File: config.mk
export PLATFORM = sky130hd
export DESIGN_NAME = lpf_channel_scheduler
export DESIGN_NICKNAME = d
export VERILOG_FILES = /design/src/rtl/lpf_channel_scheduler.sv
export SDC_FILE = /design/constraint.sdc
export NUM_CORES = 1
export LEC_CHECK = 0
export BUFFER_PORTS_ARGS = -buffer_cell sky130_fd_sc_hd__buf_2
export CAP_MARGIN = 10
export CORE_MARGIN = 2
export CORE_UTILIZATION = 55
export CTS_CLUSTER_DIAMETER = 80
export DETAILED_ROUTE_END_ITERATION = 7
export GPL_ROUTABILITY_DRIVEN = 0
export PLACE_DENSITY = 0.87
export SETUP_SLACK_MARGIN = 0.5
export SYNTH_ARGS = -nofsm -noshare
export SYNTH_HDL_FRONTEND = slang
export SYNTH_SLANG_ARGS = --single-unit
export TNS_END_PERCENT = 10
File: constraint.sdc
create_clock -name clk_i -period 8.06 [get_ports clk_i]
set_clock_uncertainty 0.15 [all_clocks]
set_input_delay 1.209 -clock clk_i [delete_from_list [all_inputs] [get_ports clk_i]]
set_output_delay 1.209 -clock clk_i [all_outputs]
set_load 0.03 [all_outputs]
File: src/rtl/lpf_channel_scheduler.sv
// lpf_channel_scheduler
//
// Shares one two-tap low-pass datapath (x[n] + x[n-1]) across channels_p
// sample streams. A round-robin arbiter grants one valid channel per cycle
// whenever the output slot is free. The granted sample is added to that
// channel's stored previous sample, and the sum is registered together with
// the channel index on a single ready/valid output.
//
// Ports:
//   clk_i       - clock
//   reset_ni    - asynchronous active-low reset
//   ch_data_i   - per-channel samples, channel k at [k*width_p +: width_p]
//   ch_valid_i  - per-channel sample valid
//   ch_ready_o  - per-channel accept strobe, one-hot or zero
//   flush_i     - synchronous clear of every channel's history
//   data_o      - filtered sample (modulo 2^width_p)
//   channel_o   - channel that produced data_o
//   valid_o     - output register holds a result
//   ready_i     - downstream accepts the result
module lpf_channel_scheduler #(
   parameter int width_p    = 8,
   parameter int channels_p = 2
) (
   input  logic                          clk_i,
   input  logic                          reset_ni,
   input  logic [channels_p*width_p-1:0] ch_data_i,
   input  logic [channels_p-1:0]         ch_valid_i,
   output logic [channels_p-1:0]         ch_ready_o,
   input  logic                          flush_i,
   output logic [width_p-1:0]            data_o,
   output logic [$clog2(channels_p)-1:0] channel_o,
   output logic                          valid_o,
   input  logic                          ready_i
);

   localparam int idx_w_lp = $clog2(channels_p);
   localparam logic [channels_p-1:0] one_lp = {{(channels_p-1){1'b0}}, 1'b1};
   localparam logic [idx_w_lp-1:0] last_idx_lp = idx_w_lp'(channels_p - 1);

   logic [width_p-1:0]    prev_r [channels_p];
   logic [idx_w_lp-1:0]   rr_r;
   logic [width_p-1:0]    data_r;
   logic [idx_w_lp-1:0]   channel_r;
   logic                  valid_r;

   logic [width_p-1:0]    ch_data_s [channels_p];
   logic                  slot_free_s;
   logic                  grant_found_s;
   logic [idx_w_lp-1:0]   grant_idx_s;
   logic [width_p-1:0]    grant_data_s;
   logic [width_p-1:0]    grant_sum_s;
   logic [idx_w_lp-1:0]   next_rr_s;
   logic [channels_p-1:0] grant_vec_s;

   // Unpack the flat sample bus into one entry per channel.
   for (genvar k = 0; k < channels_p; k++) begin : g_unpack
      assign ch_data_s[k] = ch_data_i[k*width_p +: width_p];
   end

   assign slot_free_s = !valid_r || ready_i;

   // Round-robin search starting at rr_r; the first valid channel wins.
   always_comb begin : grant_search
      int                  cand_v;
      logic [idx_w_lp-1:0] cand_idx_v;
      grant_found_s = 1'b0;
      grant_idx_s   = '0;
      cand_v        = 0;
      cand_idx_v    = '0;
      for (int off = 0; off < channels_p; off++) begin
         cand_v = int'(rr_r) + off;
         if (cand_v >= channels_p) begin
            cand_v = cand_v - channels_p;
         end else begin
            cand_v = cand_v;
         end
         cand_idx_v = cand_v[idx_w_lp-1:0];
         if (slot_free_s && !grant_found_s && ch_valid_i[cand_idx_v]) begin
            grant_found_s = 1'b1;
            grant_idx_s   = cand_idx_v;
         end else begin
            grant_found_s = grant_found_s;
         end
      end
   end

   // Datapath for the granted channel: sample, wrapped sum and next pointer.
   always_comb begin
      grant_data_s = ch_data_s[grant_idx_s];
      grant_sum_s  = grant_data_s + prev_r[grant_idx_s];
      if (grant_idx_s == last_idx_lp) begin
         next_rr_s = '0;
      end else begin
         next_rr_s = grant_idx_s + 1'b1;
      end
      if (grant_found_s) begin
         grant_vec_s = one_lp << grant_idx_s;
      end else begin
         grant_vec_s = '0;
      end
   end

   // Accept strobes are held low for the whole time reset is asserted,
   // not just after the first edge.
   assign ch_ready_o = reset_ni ? grant_vec_s : '0;

   // Output register and round-robin pointer.
   always_ff @(posedge clk_i or negedge reset_ni) begin
      if (!reset_ni) begin
         data_r    <= '0;
         channel_r <= '0;
         valid_r   <= 1'b0;
         rr_r      <= '0;
      end else begin
         if (grant_found_s) begin
            data_r    <= grant_sum_s;
            channel_r <= grant_idx_s;
            valid_r   <= 1'b1;
            rr_r      <= next_rr_s;
         end else if (ready_i) begin
            // Slot drained with nothing new to load; data/channel keep value.
            valid_r <= 1'b0;
         end else begin
            valid_r <= valid_r;
         end
      end
   end

   // History bank; a flush overrides the update of the granted channel.
   always_ff @(posedge clk_i or negedge reset_ni) begin
      if (!reset_ni) begin
         for (int k = 0; k < channels_p; k++) begin
            prev_r[k] <= '0;
         end
      end else begin
         for (int k = 0; k < channels_p; k++) begin
            if (flush_i) begin
               prev_r[k] <= '0;
            end else if (grant_found_s && (grant_idx_s == idx_w_lp'(k))) begin
               prev_r[k] <= grant_data_s;
            end else begin
               prev_r[k] <= prev_r[k];
            end
         end
      end
   end

   assign data_o    = data_r;
   assign channel_o = channel_r;
   assign valid_o   = valid_r;

endmodule
==> metrics <==
clock latency on the worst-skew pair=320 ps; Worst slew margin=0.465; initial core utilization=0.577; setup bufs post-CTS=0; Primary FF master, synth=dfrtp_1; DP Worst Slack=3990 ps; Core Region=2760 µm²; Area Overhead vs Synth=11.9%; Top delay family on crit path=simple AND/OR/NAND/NOR gates; Post-Synth XOR/XNOR Area=0.0275; DR iter-0 viols=41; filler cell count=247; Clk pin slew, worst setup/hold paths=140 ps; count of cells resized by post-cts repair=0; setup_tns=0 ps; Crit path largest cell delay=720 ps; Mapped Area=1590 µm²; Peak VDD IR=0.125 mV; CP max-delay cell=and3_1; gr ovfl total=0; RSZ-0062 raised after global routing=no; Crit Path Max Fanout=25; Die X=57.8 µm; pin count of the biggest net entering global routing=30; Gate Count Post-Synth=193; Rows=19; largest family of logic cells by synthesized area=simple AND/OR/NAND/NOR gates; fin crit share=0.497; fin. max-slew vios=0; cells along the critical path=buf_2, nand2b_1, and3_1, and2_1, buf_2; IO Port Bufs=33; Clock Path Buffers=2; max-cap viol count=0; Leak=0.887 nW; CTS Hold Bufs=0; dpl hpwl=2390 µm; CTS Buf Count=3; PwrDens=182 nW/µm²; post-synthesis sequential area ratio=0.425; Tot GR Track Use=0.219; first-pass GRT wire length=5730 µm; Root Driver=clkbuf_4; number of synthesized register bits=27; Slew @ Worst Pin=803 ps; I/O pins=34; final hold vios=0; Compound-Gate Fraction of Synth Area=0.188; # DRC=0; mux contribution to synthesized area=0.00629; Synth Net Count=223; setup slack, reg-to-reg=4920 ps; n_diodes=0; Post-Synth Simple-Gate Area=0.248; Worst EP arrival=2650 ps; FMAX=250 MHz; H-tree depth=1; worst path bufs/invs=2; die height=57.8 µm; share of layout cells above drive strength 1=0.181; CP Launch Type=input pin; worst reg2reg startpoint=valid_o; async set-reset flop share out of synthesis=1.00; Final setup viols=0; crit path from=ready_i; Post-synth EDFFs=0; post-synthesis cell type count=39; die area=3340 µm²; WL final=3200 µm; WL/cell=12.7 µm; Vias=1392; HP Class=reg2reg; initial antenna violation count=0; Final nets=252; min Tclk post-route=4000 ps; Synth warnings=0; worst setup margin=4060 ps; Avg Inst Size Synth=8.25 µm²; TritonRoute pass-1 iters=4; hold path start=data_o[0]; antenna-violating nets left=0; kind of critical path=in2out; Post-Synth Adder-Cell Area=0.0676; CTS sink count=27; Crit path top cell by count=buf_2; CTS tree=yes; run status=finished clean; vias in the first global route=1320; CP Data Required Time=6700 ps; vias per cell=5.52; Worst setup EP type=output port
## metrics by stage
| stage | instance area [µm²] | hold slack, ps | utilization | instances | power [mW] |
|---|---|---|---|---|---|
| 3_3_place_gp | 1750 | 304 | 0.636 | 248 | 0.267 |
| 2_1_floorplan | 1590 | 307 | - | 193 | 0.239 |
| 5_1_grt | 1780 | 359 | 0.646 | 252 | 0.348 |
| 3_5_place_dp | 1750 | 311 | 0.636 | 248 | 0.270 |
| 4_1_cts | 1780 | 344 | 0.646 | 252 | 0.327 |
| 6_report | 1780 | 334 | 0.646 | 252 | 0.324 |
## sequential cells by signal (all words and copies together) (netlist names)
signal     count
channel_o      1
data_o         8
prev_r        16
rr_r           1
valid_o        1
## worst register-to-register path: stages, from the launching register on
cell and delay (ps):
dfrtp_1 410, nand2b_1 190, nand3_1 570, nand2_1 230
nand2_1 80, ha_1 240, inv_1 80, fa_1 250
nor2b_4 60, o31a_1 270, or4_1 470, nand3_1 90
## routing by layer
layer  vias to the layer above  routed length, µm  global-route usage
met2                        50               1550               0.359
met4                         0                 34              0.0698
met5                         -                  0                   0
li1                        714                  -                   -
met1                       626               1450               0.308
met3                         2                166              0.0223
## final timing paths
path                                  to  cells after the start
hold reg to reg                data_o[0]                      2
max in group asynchronous      prev_r[1]                      1
hold / removal                 data_o[0]                      2
setup / recovery           ch_ready_o[1]                      5
setup reg to reg               data_o[6]                     11
min in group asynchronous     prev_r[14]                      1
## synthesized netlist by cell type (all sizes together), types with 3 or more instances
| cell | count | area [µm²] |
|---|---|---|
| xor2 | 3 | 26.3 |
| buf | 8 | 41.3 |
| and2 | 3 | 18.8 |
| inv | 3 | 11.3 |
| dfrtp | 27 | 676 |
| nand2 | 66 | 248 |
| ha | 7 | 87.6 |
| o21ai | 15 | 75.1 |
| nor2 | 6 | 22.5 |
| a211oi | 5 | 42.5 |
| a21oi | 18 | 90.1 |
## kinds of logic after synthesis
kind of cell | count (synthesis)
fa+ha+maj | 8
flops | 27
simple gates | 90
compound gates | 49
buf+inv | 13
mux | 1
xor+xnor | 5
## cells in the final DEF (no fill, tap or decap), types with 3 or more instances in the layout
| cell | count |
|---|---|
| xor2_1 | 3 |
| ha_1 | 7 |
| nand2_1 | 66 |
| nor2_1 | 6 |
| buf_2 | 33 |
| o21ai_1 | 9 |
| a211oi_1 | 4 |
| dfrtp_1 | 27 |
| clkbuf_4 | 3 |
| o21ai_0 | 6 |
| and2_1 | 3 |
| inv_1 | 3 |
| a21oi_1 | 18 |
## report_power, final
group | switching (mW) | total [mW] | internal [mW]
sequential | 0.00747 | 0.158 | 0.151
clock | 0.0382 | 0.0576 | 0.0194
combinational | 0.0701 | 0.108 | 0.0378
total | 0.116 | 0.324 | 0.208
## final cells by class
class / instances / area (µm²) / share of cell area
flip-flops and latches: 27 / 676 / 0.379
inverters: 3 / 11.3 / 0.00632
well taps: 31 / 38.8 / 0.0218
repair buffers: 34 / 173 / 0.0970
multi-input cells: 153 / 856 / 0.481
clock buffers: 4 / 26.3 / 0.0148
(Power assumes the default switching activity.)
